File: src/rtl/pipeline_credit_sender.sv
// Credit-based transmitter: one-entry hold register feeding a registered
// single-cycle valid pulse, gated by credits returned from the remote buffer.
module pipeline_credit_sender #(
  parameter int WORD_WIDTH = 8,
  parameter int CREDITS    = 16
) (
  input  logic                          clock,
  input  logic                          clear,
  input  logic                          input_valid,
  output logic                          input_ready,
  input  logic [WORD_WIDTH-1:0]         input_data,
  output logic                          output_valid,
  output logic [WORD_WIDTH-1:0]         output_data,
  input  logic                          credit_return,
  output logic [$clog2(CREDITS):0]      credit_count,
  output logic                          credit_error,
  output logic                          idle
);

  localparam int CW = $clog2(CREDITS) + 1;
  localparam logic [CW-1:0] CREDITS_MAX = CW'(CREDITS);
  localparam logic [CW-1:0] ONE         = CW'(1);

  logic                  hold_valid;
  logic [WORD_WIDTH-1:0] hold_data;
  logic                  send;
  logic                  insert;

  // Ready is derived from registered state only, so nothing combinational crosses the link.
  assign send        = hold_valid && (credit_count != '0);
  assign input_ready = !hold_valid || send;
  assign insert      = input_valid && input_ready;
  assign idle        = !hold_valid && (credit_count == CREDITS_MAX);

  always_ff @(posedge clock) begin
    if (clear) begin
      hold_valid   <= 1'b0;
      hold_data    <= '0;
      output_valid <= 1'b0;
      output_data  <= '0;
      credit_count <= CREDITS_MAX;
      credit_error <= 1'b0;
    end else begin
      if (insert) begin
        hold_valid <= 1'b1;
        hold_data  <= input_data;
      end else if (send) begin
        hold_valid <= 1'b0;
      end

      output_valid <= send;
      if (send) begin
        output_data <= hold_data;
      end

      // A return arriving when already full saturates and latches the error.
      if (credit_return && !send) begin
        if (credit_count == CREDITS_MAX) begin
          credit_error <= 1'b1;
        end else begin
          credit_count <= credit_count + ONE;
        end
      end else if (send && !credit_return) begin
        credit_count <= credit_count - ONE;
      end
    end
  end

endmodule

File: config.mk
export PLATFORM = sky130hd
export DESIGN_NAME = pipeline_credit_sender
export DESIGN_NICKNAME = d
export VERILOG_FILES = /design/src/rtl/pipeline_credit_sender.sv
export SDC_FILE = /design/constraint.sdc
export NUM_CORES = 1
export LEC_CHECK = 0
export CAP_MARGIN = 20
export CORE_MARGIN = 5
export CORE_UTILIZATION = 30
export DETAILED_ROUTE_END_ITERATION = 12
export PLACE_DENSITY_LB_ADDON = 0.08
export REMOVE_ABC_BUFFERS = 1
export SYNTH_ARGS = -nofsm -noshare
export SYNTH_HDL_FRONTEND = slang
export SYNTH_SLANG_ARGS = --single-unit
File: constraint.sdc
create_clock -name clock -period 5.1 [get_ports clock]
set_input_delay 0.51 -clock clock [delete_from_list [all_inputs] [get_ports clock]]
set_output_delay 0.51 -clock clock [all_outputs]
set_load 0.01 [all_outputs]
==> results of run 1 <==
-- metrics by stage --
| step | power [µW] | instances | hold slack (ns) | instance area (µm²) |
|---|---|---|---|---|
| 6_report | 698 | 188 | 0.485 | 1490 |
| 5_1_grt | 753 | 188 | 0.531 | 1490 |
| 4_1_cts | 707 | 188 | 0.496 | 1490 |
| 3_5_place_dp | 540 | 184 | 0.474 | 1420 |
| 3_3_place_gp | 539 | 184 | 0.455 | 1420 |
| 2_1_floorplan | 435 | 107 | 0.460 | 1070 |
-- how the worst min path moves through the flow --
stage	to	slack [ns]	depth (start not counted)
after floorplan	output_data[0]	0.46	2
final	credit_error	0.49	2
after global routing	hold_data[0]	0.53	2
after global placement	credit_error	0.45	2
after CTS	credit_error	0.50	2
after detailed placement	credit_error	0.47	2
-- routing by layer --
| layer | routed length (µm) | vias to the layer above |
|---|---|---|
| li1 | - | 448 |
| met1 | 1100 | 402 |
| met2 | 1080 | 22 |
| met3 | 110 | 2 |
| met4 | 16 | 0 |
| met5 | 0 | - |
-- area by class of cell --
class	count	share of cell area (%)
inverters	2	0.504
flip-flops and latches	24	32.2
clock buffers	3	2.77
multi-input cells	81	39.1
well taps	48	4.03
repair buffers	29	19.3
clock inverters	1	2.02
-- flip-flops by register name, summed over array words and instances (netlist names) --
name / flops
hold_data: 8
credit_error: 1
output_data: 8
credit_count: 5
hold_valid: 1
output_valid: 1
-- tightest hold or removal path, stage by stage (launching register included) --
cell and delay [ns]:
dfxtp_1 0.34, a21oi_1 0.04, nor2_1 0.07
-- synthesized netlist by cell type, types with 2 or more instances --
cell type | number | area [µm²]
o21ai_0 | 4 | 20.0
nand2b_1 | 6 | 37.5
nand3_1 | 2 | 10.0
nor2_1 | 22 | 82.6
mux2i_1 | 19 | 190
clkbuf_1 | 3 | 11.3
nor3_1 | 3 | 15.0
inv_1 | 2 | 7.51
ha_1 | 3 | 37.5
a21oi_1 | 5 | 25.0
dfxtp_1 | 24 | 480
nand2_1 | 2 | 7.51
nor3b_2 | 2 | 25.0
o21bai_1 | 2 | 15.0
-- logic make-up (layout without fill, tap and decap cells) --
kind of cell               Yosys count  count (layout)  synth area share (%)
xor gates and xnor gates             1               1                 0.796
muxes                               19              19                  17.3
DFF                                 24              24                  43.6
buffers and inverters                7              35                  3.41
AOI/OAI and AO/OA                   18              18                  10.6
adders and majority gates            4               4                  5.23
and+or+nand+nor                     39              39                  19.1
-- report_power, final --
part           internal (µW)  switching [µW]
Combinational            148             130
Sequential               215            39.4
Clock                    105            61.6
==> flow_metrics.env, run 1 <==
export IMPL_drive_gt1_share_pct=7.86
export IMPL_place_gp_congestion=0.803
export IMPL_antenna_found_initial=0
export IMPL_crit_fanout=10
export IMPL_final_common_cell="clkdlybuf4s50_1"
export IMPL_via_count=874
export IMPL_yosysWarnings=0
export IMPL_clockBufferDepth=2
export IMPL_endpoint_kind="register"
export IMPL_pre_cts_slack_ns=1.96
export IMPL_hold_class="register to register"
export IMPL_multi_input_area_um2=583
export IMPL_synth_cell_type_count=27
export IMPL_final_cell_mix="clkdlybuf4s50_1, dfxtp_1, nor2_1"
export IMPL_cp_required_ns=5.27
export IMPL_die_area_mm2=0.00498
export IMPL_synth_seq_cells=24
export IMPL_cp_cell_sequence="or4_4, o21ai_2, nand2_1, fa_1, a21o_1, a2111oi_0, o21ai_0, o311ai_0"
export IMPL_grt_pass1_vias=904
export IMPL_synth_edf_count=0
export IMPL_fin_skew_ns=0.00574
export IMPL_ir_drop_v=0.000132
export IMPL_num_rows=22
export IMPL_ant_nets=0
export IMPL_grt_max_degree=27
export IMPL_fin_util_pct=41.3
export IMPL_seq_area_um2=480
export IMPL_area_growth_syn_to_layout_pct=35.3
export IMPL_core_region_area_mm2=0.00361
export IMPL_wl_per_cell_um=12.3
export IMPL_io_pins=29
export IMPL_cp_slowest_cell="or4_4"
export IMPL_tritoncts="yes"
export IMPL_start_util_pct=30.5
export IMPL_fmax_mhz=326
export IMPL_crit_buf_inv=0
export IMPL_regToRegStartpoint="credit_count[0]"
export IMPL_p_leak_uw=0.000640
export IMPL_root_buffer="clkbuf_8"
export IMPL_tightest_slew_ns=0.649
export IMPL_grt_pass1_wl_um=4040
export IMPL_antenna_cells=0
export IMPL_setup_viol=0
export IMPL_dr_pass1_iters=4
export IMPL_grt_met2_usage_pct=15.6
export IMPL_min_from="credit_error"
export IMPL_use_met3_pct=2.13
export IMPL_reg2reg_setup_slack_ns=2.03
export IMPL_grt_use_total_pct=9.98
export IMPL_setup_worst_path_class="register to register"
export IMPL_clock_latency_ns=0.27
export IMPL_numPortBuffers=28
export IMPL_fin_ws_ns=2.03
export IMPL_drtIter0Drc=51
export IMPL_finish_net_count=157
export IMPL_layout_min_cycle_time_ns=3.07
export IMPL_numClockSinks=24
export IMPL_fill_cells=375
export IMPL_post_cts_buffers=0
export IMPL_max_stage_delay_ns=0.56
export IMPL_drt_total_wl_um=2310
export IMPL_critical_path_depth=8
export IMPL_synth_area_per_cell_um2=9.83
export IMPL_hold_viol=0
export IMPL_hpwl_um=1720
export IMPL_h_tree_depth=1
export IMPL_critical_path_arrival_ns=3.24
export IMPL_synth_flop_cell="dfxtp_1"
export IMPL_numCtsBuffers=3
export IMPL_cpLargestDelayFamily="compound AO/OA/AOI/OAI gates"
export IMPL_relSlewSlack_pct=56.7
export IMPL_finalMaxSlewViolations=0
export IMPL_syn_area_mm2=0.00110
export IMPL_vias_per_cell=4.65
export IMPL_tns_ns=0
export IMPL_r2r_cells=8
export IMPL_path_clk_slew_ns=0.09
export IMPL_startpoint_type="register"
export IMPL_postCtsHoldBufs=0
export IMPL_status="finished, final reports clean"
export IMPL_syn_instance_count=112
export IMPL_p_per_area_mw_per_mm2=469
export IMPL_rsz0062_at_grt="no"
export IMPL_dieHeight_um=70.6
export IMPL_fp_dieW_um=70.6
export IMPL_drc=0
export IMPL_reg2reg_to="credit_count[4]"
export IMPL_grt_busiest_layer="met2"
export IMPL_grt_overflow_total=0
export IMPL_use_met1_pct=12.9
export IMPL_drv_cap=0
export IMPL_ctsResizeCount=0
export IMPL_seq_area_frac_synth_pct=43.6
export IMPL_crit_path_start="credit_count[0]"
export IMPL_setup_worst_path_end="credit_count[4]"
export IMPL_synthArstFlopShare_pct=0
export IMPL_finalCritPeriodShare_pct=60.1
No activity file was read; power rests on OpenSTA's default activity.
==> run 2: changes to the inputs <==
- clock period: 5.1 -> 2.46 ns (I/O delays scaled with it)
==> run 2 against run 1 <==
Against the previous run: core utilization is 1.8 points higher; largest power group unchanged; critical path type unchanged; highest routed layer unchanged; maximum frequency grew 32%; clock-buffer cell count unchanged; combinational power rose to 2.6 times the previous value; cell count rose by 3.7%.
==> flow_metrics.env, run 2 (synthesized netlist as in run 1, its figures left out) <==
export IMPL_highest_layer="met4"
export IMPL_path_clk_slew_ns=0.08
export IMPL_tritoncts="yes"
export IMPL_die_area_mm2=0.00498
export IMPL_finalCritPeriodShare_pct=94.2
export IMPL_fin_ws_ns=0.142
export IMPL_seqPwrFrac_pct=31.1
export IMPL_ant_nets=0
export IMPL_h_tree_depth=1
export IMPL_num_rows=22
export IMPL_numCtsBuffers=3
export IMPL_relSlewSlack_pct=69.9
export IMPL_numClockSinks=24
export IMPL_setup_worst_path_class="register to register"
export IMPL_finalMaxSlewViolations=0
export IMPL_dr_pass1_iters=4
export IMPL_p_per_area_mw_per_mm2=986
export IMPL_grt_max_degree=15
export IMPL_grt_use_total_pct=10.2
export IMPL_critical_path_arrival_ns=2.47
export IMPL_clock_latency_ns=0.26
export IMPL_reg_largest_list="hold_data (8), output_data (8), credit_count (5)"
export IMPL_crit_path_start="credit_count[3]"
export IMPL_switching_share_pct=32.9
export IMPL_status="finished, final reports clean"
export IMPL_area_growth_syn_to_layout_pct=41.4
export IMPL_antenna_found_initial=0
export IMPL_reg2reg_setup_slack_ns=0.14
export IMPL_crit_fanout=4
export IMPL_drtIter0Drc=40
export IMPL_combPwrFrac_pct=47.2
export IMPL_regToRegStartpoint="credit_count[3]"
export IMPL_core_region_area_mm2=0.00361
export IMPL_wl_per_cell_um=12.3
export IMPL_numPortBuffers=28
export IMPL_fill_cells=374
export IMPL_met3_length_um=125
export IMPL_fmax_mhz=431
export IMPL_grt_pass1_wl_um=4040
export IMPL_p_switching_uw=504
export IMPL_antenna_cells=0
export IMPL_dieHeight_um=70.6
export IMPL_p_leak_uw=0.000673
export IMPL_vias_per_cell=4.68
export IMPL_fin_skew_ns=0.00695
export IMPL_finish_net_count=164
export IMPL_cp_required_ns=2.61
export IMPL_hold_viol=0
export IMPL_layout_min_cycle_time_ns=2.32
export IMPL_via_count=912
export IMPL_grt_pass1_vias=868
export IMPL_ir_drop_v=0.000363
export IMPL_seq_area_um2=480
export IMPL_endpoint_kind="register"
export IMPL_multi_input_area_um2=597
export IMPL_start_util_pct=30.5
export IMPL_power_uw=1530
export IMPL_drv_cap=0
export IMPL_setup_viol=0
export IMPL_reg2reg_to="credit_count[4]"
export IMPL_drt_total_wl_um=2410
export IMPL_hpwl_um=1890
export IMPL_hold_class="register to register"
export IMPL_drive_gt1_share_pct=15.0
export IMPL_r2r_cells=8
export IMPL_tightest_slew_ns=0.448
export IMPL_post_cts_buffers=0
export IMPL_setup_worst_path_end="credit_count[4]"
export IMPL_clockBufferDepth=2
export IMPL_pre_cts_slack_ns=0.0395
export IMPL_place_gp_congestion=0.819
export IMPL_root_buffer="clkbuf_8"
export IMPL_final_common_cell="clkdlybuf4s50_1"
export IMPL_drc=0
export IMPL_clockPowerShare_pct=21.7
export IMPL_wl_met2_um=1140
export IMPL_met1Wirelength_um=1120
export IMPL_io_pins=29
export IMPL_min_from="credit_error"
export IMPL_fp_dieW_um=70.6
export IMPL_grt_overflow_total=0
export IMPL_cell_internal_pwr_uw=1030
export IMPL_startpoint_type="register"
export IMPL_final_cell_mix="clkdlybuf4s50_1, dfxtp_1, nor2_1"
export IMPL_whs_ns=0.469
run 2: cell types whose count changed in the layout (fill, tap and decap cells not counted), sizes merged:
cell  change
buf       +7
run 2: power by group through the flow:
| stage | logic, µW | clock network, µW | registers, µW |
|---|---|---|---|
| 6_report | 725 | 332 | 477 |
| 5_1_grt | 795 | 365 | 485 |
| 4_1_cts | 713 | 346 | 477 |
| 3_5_place_dp | 711 | 0 | 487 |
| 3_3_place_gp | 705 | 0 | 486 |
| 2_1_floorplan | 357 | 0 | 544 |
run 2: area by class of cell:
type,count,share of cell area [%]
sequential,24,30.9
inverter,2,0.482
multi-input combinational,81,38.3
clock buffer,3,2.65
tap,48,3.86
timing repair buffer,36,21.9
clock inverter,1,1.93
run 2: worst max-delay path, stage by stage, from the launching register on:
cell,delay (ns)
dfxtp_1,0.32
or4_4,0.54
o21ai_2,0.16
nand2_2,0.11
fa_2,0.36
a21o_1,0.19
a2111oi_2,0.34
o21ai_0,0.10
o311ai_0,0.09
run 2: metal layers:
metal,vias to the layer above,track usage [%]
met5,-,0
met4,0,3.13
met3,2,3.41
met2,16,16.1
met1,433,13.1
li1,461,-
run 2: timing repair:
item,4_1_cts,5_1_grt
hold buffers,0,0
endpoints found under the setup margin,0,1
resized for setup,0,5
run 2: how the worst min path moves through the flow:
stage | end | slack, ns | cells after the start
2_1_floorplan | hold_valid | 0.32 | 1
3_3_place_gp | credit_error | 0.45 | 2
3_5_place_dp | credit_error | 0.46 | 2
4_1_cts | credit_error | 0.48 | 2
5_1_grt | credit_error | 0.50 | 2
6_report | credit_error | 0.47 | 2
run 2: stage by stage:
step | instances | util, % | setup TNS (ns) | cell area, µm²
2_1_floorplan | 107 | - | -0.462 | 1070
3_3_place_gp | 191 | 40.8 | 0 | 1470
3_5_place_dp | 191 | 40.8 | 0 | 1470
4_1_cts | 195 | 42.8 | 0 | 1540
5_1_grt | 195 | 43.2 | -0.00950 | 1560
6_report | 195 | 43.2 | 0 | 1560
